<file path="config.mk">
export PLATFORM = sky130hd
export DESIGN_NAME = latch_write_seq
export DESIGN_NICKNAME = d
export VERILOG_FILES = /design/src/rtl/latch_write_seq.sv
export SDC_FILE = /design/constraint.sdc
export NUM_CORES = 1
export LEC_CHECK = 0
export ABC_AREA = 1
export CAP_MARGIN = 0
export CORE_ASPECT_RATIO = 1.2
export CORE_UTILIZATION = 35
export DETAILED_ROUTE_END_ITERATION = 10
export GPL_ROUTABILITY_DRIVEN = 0
export PLACE_DENSITY = 0.65
export SLEW_MARGIN = 20
export SYNTH_ARGS = -nofsm -noshare
export SYNTH_HDL_FRONTEND = slang
export SYNTH_SLANG_ARGS = --single-unit
</file>
<file path="constraint.sdc">
create_clock -name clk -period 1.7 [get_ports clk]
set_input_delay 0.425 -clock clk [delete_from_list [all_inputs] [get_ports clk]]
set_output_delay 0.425 -clock clk [all_outputs]
set_load 0.05 [all_outputs]
</file>
<file path="src/rtl/latch_write_seq.sv">
// Write sequencer for a bank of level-sensitive D-latch storage words.
// A request accepted on the valid/ready port is driven onto the shared D bus,
// the selected latch enable is pulsed after a setup window, the data is held
// for a hold window, and the word's Q is then compared against what was written.
module latch_write_seq #(
    parameter int DW        = 8,
    parameter int AW        = 2,
    parameter int SETUP_CYC = 1,
    parameter int PULSE_CYC = 2,
    parameter int HOLD_CYC  = 1
) (
    input  logic                 clk,
    input  logic                 rst_n,
    input  logic                 wr_valid,
    output logic                 wr_ready,
    input  logic [AW-1:0]        wr_addr,
    input  logic [DW-1:0]        wr_data,
    output logic [DW-1:0]        lat_d,
    output logic [(1<<AW)-1:0]   lat_c,
    input  logic [DW-1:0]        lat_q,
    output logic [AW-1:0]        lat_sel,
    output logic                 done,
    output logic                 err
);

    localparam int NW    = 1 << AW;
    localparam int MAX_A = (SETUP_CYC > PULSE_CYC) ? SETUP_CYC : PULSE_CYC;
    localparam int MAXC  = (MAX_A > HOLD_CYC) ? MAX_A : HOLD_CYC;
    localparam int CW    = (MAXC > 1) ? $clog2(MAXC) : 1;

    typedef enum logic [1:0] {
        IDLE,
        SETUP,
        PULSE,
        HOLD
    } state_t;

    state_t          state, state_nxt;
    logic [CW-1:0]   cnt, cnt_nxt;
    logic [DW-1:0]   lat_d_nxt;
    logic [NW-1:0]   lat_c_nxt;
    logic [AW-1:0]   lat_sel_nxt;
    logic            wr_ready_nxt;
    logic            done_nxt;
    logic            err_nxt;

    // Register the phase state and every output so the latch array only ever sees
    // glitch-free flop outputs; reset kills any enable pulse immediately.
    always_ff @(posedge clk or negedge rst_n) begin
        if (!rst_n) begin
            state    <= IDLE;
            cnt      <= '0;
            lat_d    <= '0;
            lat_c    <= '0;
            lat_sel  <= '0;
            wr_ready <= 1'b1;
            done     <= 1'b0;
            err      <= 1'b0;
        end else begin
            state    <= state_nxt;
            cnt      <= cnt_nxt;
            lat_d    <= lat_d_nxt;
            lat_c    <= lat_c_nxt;
            lat_sel  <= lat_sel_nxt;
            wr_ready <= wr_ready_nxt;
            done     <= done_nxt;
            err      <= err_nxt;
        end
    end

    // Phase sequencing: each phase loads its down-counter on entry and leaves when
    // the counter reaches zero; the enable value is computed one cycle ahead so the
    // registered lat_c is high for exactly the pulse phase.
    always_comb begin
        state_nxt    = state;
        cnt_nxt      = cnt;
        lat_d_nxt    = lat_d;
        lat_c_nxt    = '0;
        lat_sel_nxt  = lat_sel;
        wr_ready_nxt = wr_ready;
        done_nxt     = 1'b0;
        err_nxt      = 1'b0;
        unique case (state)
            IDLE: begin
                if (wr_valid && wr_ready) begin
                    lat_d_nxt    = wr_data;
                    lat_sel_nxt  = wr_addr;
                    wr_ready_nxt = 1'b0;
                    cnt_nxt      = CW'(SETUP_CYC - 1);
                    state_nxt    = SETUP;
                end
            end
            SETUP: begin
                if (cnt == '0) begin
                    cnt_nxt   = CW'(PULSE_CYC - 1);
                    lat_c_nxt = NW'(1) << lat_sel;
                    state_nxt = PULSE;
                end else begin
                    cnt_nxt = cnt - CW'(1);
                end
            end
            PULSE: begin
                if (cnt == '0) begin
                    cnt_nxt   = CW'(HOLD_CYC - 1);
                    state_nxt = HOLD;
                end else begin
                    cnt_nxt   = cnt - CW'(1);
                    lat_c_nxt = NW'(1) << lat_sel;
                end
            end
            HOLD: begin
                if (cnt == '0) begin
                    done_nxt     = 1'b1;
                    err_nxt      = (lat_q != lat_d);
                    wr_ready_nxt = 1'b1;
                    state_nxt    = IDLE;
                end else begin
                    cnt_nxt = cnt - CW'(1);
                end
            end
            default: begin
                state_nxt = IDLE;
            end
        endcase
    end

endmodule

</file>
After elaboration in Yosys (flattened, before gate mapping)
Index checks and enable logic that the tools add are counted.
{"block": "op_classes", "add_sub_neg": 1, "n_eq_ne": 8, "shift": 1, "n_mux": 18, "reduce_logical": 7}
{"cell": "$mux 1", "count": 8}
{"cell": "$mux 2", "count": 4}
{"cell": "$mux 4", "count": 2}
{"cell": "$ne 2x2->1 const B", "count": 4}
{"cell": "$ne 8x8->1", "count": 1}
{"cell": "$pmux 2 s4", "count": 1}
{"cell": "$pmux 4 s2", "count": 1}
{"cell": "$eq 2x2->1 const B", "count": 2}
{"cell": "$reduce_and 4->1", "count": 1}
{"cell": "$shl 1x2->4 const A", "count": 1}
{"cell": "$pmux 1 s3", "count": 1}
{"cell": "$reduce_and 3->1", "count": 1}
{"cell": "$eq 2x1->1 const B", "count": 1}
{"cell": "$logic_not 2->1", "count": 1}
{"cell": "$pmux 1 s2", "count": 1}
{"cell": "$reduce_and 2->1", "count": 1}
{"cell": "$reduce_bool 2->1", "count": 1}
{"cell": "$reduce_or 2->1", "count": 1}
{"cell": "$logic_and 1x1->1", "count": 1}
{"cell": "$sub 1x1->1 const B", "count": 1}
{"block": "word_totals", "reg_bits": 20, "in_bits": 21, "out_inout_bits": 17, "wordCells": 43}

Logic depth before layout (Yosys ltp)
Gate-level depths: netlist of run 1.
{"block": "logic_depth", "ltp_word": 3, "depth_mapped": 7, "ltp_nobuf": 7}

Worst setup path before layout of run 1
No wires, ideal clock.
{"block": "synth_timing", "path_type": "register to register", "startpoint": "register wr_ready", "endpoint": "register lat_d[0]", "setup_time_ns": 0.125, "arrival_time_ns": 1.203, "required_ns": 1.575, "slack_ns": 0.372, "stages_incl_launch_ff": 3, "path_buffers": 0, "synth_period_minus_slack_ns": 1.328, "path_cell_list": "dfstp_2 -> nand3_4 -> mux2_4"}
{"block": "synth_between", "elab_chain_cells": 2}
{"element": "from (decl)", "line_no": "15", "source": "output logic wr_ready,"}
{"element": "from (signal assigned)", "line_no": "65", "source": "wr_ready <= wr_ready_nxt;"}
{"element": "$logic_and 1x1->1", "line_no": "85", "source": "if (wr_valid && wr_ready) begin"}
{"element": "$reduce_and 2->1 (no line)"}
{"element": "to (signal assigned)", "line_no": "62", "source": "lat_d <= lat_d_nxt;"}
{"element": "to (decl)", "line_no": "18", "source": "output logic [DW-1:0] lat_d,"}
Every way passes these cells.
A chain may end at the register's enable or synchronous reset.

Final worst setup path of run 1
{"block": "layout_timing", "startpoint": "register wr_ready", "endpoint": "output wr_ready"}
No word-level cell between the ends.

==> results.py, run 1 <==
metrics = {
    "drt": {
        "wire_per_inst_um": 10.8,
        "drtIter0Drc": 15,
        "viasPerCell": 4.47,
        "vias": 881,
        "drt_pre_antenna_iters": 4,
        "wirelength_um": 2130,
        "ant_nets": 0,
        "drc": 0,
    },
    "clock_network": {
        "post_cts_buffers": 0,
        "cts_max_level": 1,
        "cts.sinks": 20,
        "holdBufCountCts": 0,
        "cts_buffers": 3,
        "ctsResizeCount": 0,
        "root_buffer": "clkbuf_4",
        "clk_pin_slew_ns": 0.12,
        "cts_tree": "done",
        "clockBufferDepth": 2,
        "clk_latency_ns": 0.29,
    },
    "setup_path": {
        "startpoint_type": "flip-flop",
        "cp-end-kind": "output port",
        "reg2reg_from": "state[0]",
        "cpMaxStageDelayCell": "dfstp_2",
        "crit_chain": "buf_12",
        "critPathRequiredTime_ns": 1.27,
        "startpoint": "wr_ready",
        "critPathTopFamily": "flip-flops",
        "cp.arrival_ns": 1.04,
        "path_buf_inv": 1,
        "ff2ff_setup_slack_ns": 0.27,
        "slowest_delay_ns": 0.61,
        "crit_type": "flip-flop to output port",
        "crit_path_max_fanout": 4,
    },
    "synth": {
        "yosys_register_bits": 20,
        "yosysWarnings": 0,
        "synth_compound_area_share_pct": 7.46,
        "synth_cell_types": 17,
        "synth.area.top_cells": "dfrtp_1, nand2_1, inv_1",
        "netlist_instances": 121,
        "ys.flop_type": "dfrtp_1",
        "synthXorXnorAreaFrac_pct": 0,
        "seq_area_frac_synth_pct": 48.3,
        "netlist_area_mm2": 0.00104,
        "synth_top_family_by_area": "simple AND/OR/NAND/NOR gates",
        "synth_simple_gate_area_share_pct": 25.0,
        "yosysMostFrequentCell": "nand2_1",
        "synth_area_per_cell_um2": 8.59,
        "synthMuxAreaShare_pct": 5.78,
        "synthArstFlopShare_pct": 100,
        "synth_top_area_share_pct": 45.7,
        "synth-edff-count": 0,
        "synth_fa_ha_area_share_pct": 4.81,
        "synth_common_cells": "nand2_1, inv_1, dfrtp_1",
        "syn_nets": 146,
        "synth_top_cell_by_area": "dfrtp_1",
    },
    "floorplanning": {
        "num_rows": 21,
        "start_util_pct": 37.0,
        "die_w_um": 51.8,
        "die-area_mm2": 0.00319,
        "ioPinCount": 38,
        "core_area_mm2": 0.00281,
        "die_h_um": 61.7,
    },
    "sta": {
        "fmax_ghz": 0.682,
        "slew_headroom_pct": 83.0,
        "worst_slew_pin_slew_ns": 0.255,
        "hold_viol_final": 0,
        "final.setup.tns_ns": 0,
        "slew_violations": 0,
        "finalSetupViolations": 0,
        "fin_hold_ws_ns": 0.461,
        "rsz0062_at_grt": "no",
        "final.period_utilization_pct": 86.2,
        "skew_ns": 0.0120,
        "min_period_ns": 1.47,
    },
    "grt": {
        "grt_pass1_vias": 864,
        "overflow": 0,
        "grt_usage_pct": 14.6,
        "grt_pass1_wl_um": 3460,
        "grt_max_degree": 21,
        "antenna_found_initial": 0,
    },
    "placed_design": {
        "dpl.hpwl_um": 1680,
        "port_buffers": 37,
    },
    "layout": {
        "layout-area-overhead-vs-synth_pct": 45.7,
        "antenna_cells": 0,
        "drive_above_1_share_pct": 23.9,
        "nNetsFinal": 189,
    },
    "pwr": {
        "switching_share_pct": 21.5,
        "p_comb_share_pct": 9.8,
        "p_int_uw": 615,
        "ir_drop_uv": 345,
        "power.switching_uw": 168,
        "seq_power_share_pct": 60.8,
        "p_clk_share_pct": 29.5,
        "p_per_area_mw_per_mm2": 517,
        "p_leak_uw": 0.000799,
    },
    "outcome": {
        "status": "finished, final reports clean",
    },
    "hold_path": {
        "hp-class": "input port to asynchronous set/reset pin",
    },
    "job": {
        "maxCapViolCount": 0,
    },
}
==> area by class of cell <==
type,count,area [µm²]
fill,271,1300
sequential,20,502
multi-input combinational,79,448
timing repair buffer,39,418
inverter,21,78.8
tap,34,42.5
clock buffer,4,26.3
==> metrics by stage <==
step           area (µm²)  utilization (%)  instances  total power [µW]  setup WS [ns]
2_1_floorplan        1040                -        121               497          0.372
3_3_place_gp         1490             53.0        193               561         0.0978
3_5_place_dp         1490             53.0        193               562         0.0583
4_1_cts              1520             53.9        197               794          0.222
5_1_grt              1520             53.9        197               818          0.158
6_report             1520             53.9        197               783          0.235
==> sequential cells by signal (all words and copies together), names as in the netlist <==
signal	count
lat_sel	2
wr_ready	1
lat_c	4
err	1
done	1
lat_d	8
cnt	1
state	2
==> per-layer routing <==
metal | wire, µm | vias up | global-route usage [%]
li1 | - | 448 | -
met1 | 906 | 401 | 16.4
met2 | 1070 | 30 | 28.2
met3 | 141 | 2 | 2.92
met4 | 11 | 0 | 3.47
met5 | 0 | - | 0
==> kinds of logic (layout without fill, tap and decap cells) <==
group                      Yosys count  after routing
adders and majority gates            4              4
AOI/OAI and AO/OA                   11             11
buffers and inverters               22             64
muxes                                4              4
and+or+nand+nor                     60             60
DFF                                 20             20
==> power by group through the flow <==
stage / sequential, µW / clock [µW] / combinational, µW
after global placement: 485 / 0 / 76.0
final: 476 / 231 / 76.3
after CTS: 476 / 240 / 78.0
after global routing: 476 / 258 / 84.0
after detailed placement: 485 / 0 / 77.2
after floorplan: 485 / 0 / 12.6
==> path summary, 6_finish.rpt <==
path,endpoint,cells past startpoint
min reg2reg,wr_ready,2
min,lat_sel[1],2
min in group clk,wr_ready,2
max in group asynchronous,wr_ready,2
max reg2reg,lat_d[4],6
max,wr_ready,1
==> placed cells by master (no fill, tap or decap) <==
cell             count
a21oi_1              1
a21oi_2              6
buf_12               6
buf_4               13
clkbuf_1             1
clkbuf_4             3
clkdlybuf4s50_1     20
dfrtp_1             19
dfstp_2              1
ha_1                 4
inv_1               21
mux2_4               4
nand2_1             33
nand3_2              1
nand3_4              1
nor2_1              18
nor2_2               4
nor3_1               2
o21ai_0              2
o21ai_1              2
or2_1                1
(Power assumes the default switching activity.)
==> run 2: changes to the inputs <==
SKIP_CTS_REPAIR_TIMING = 1   (was unset)
==> results of run 2 <==
No change in the layout: final DEF, timing and power equal those of run 1.
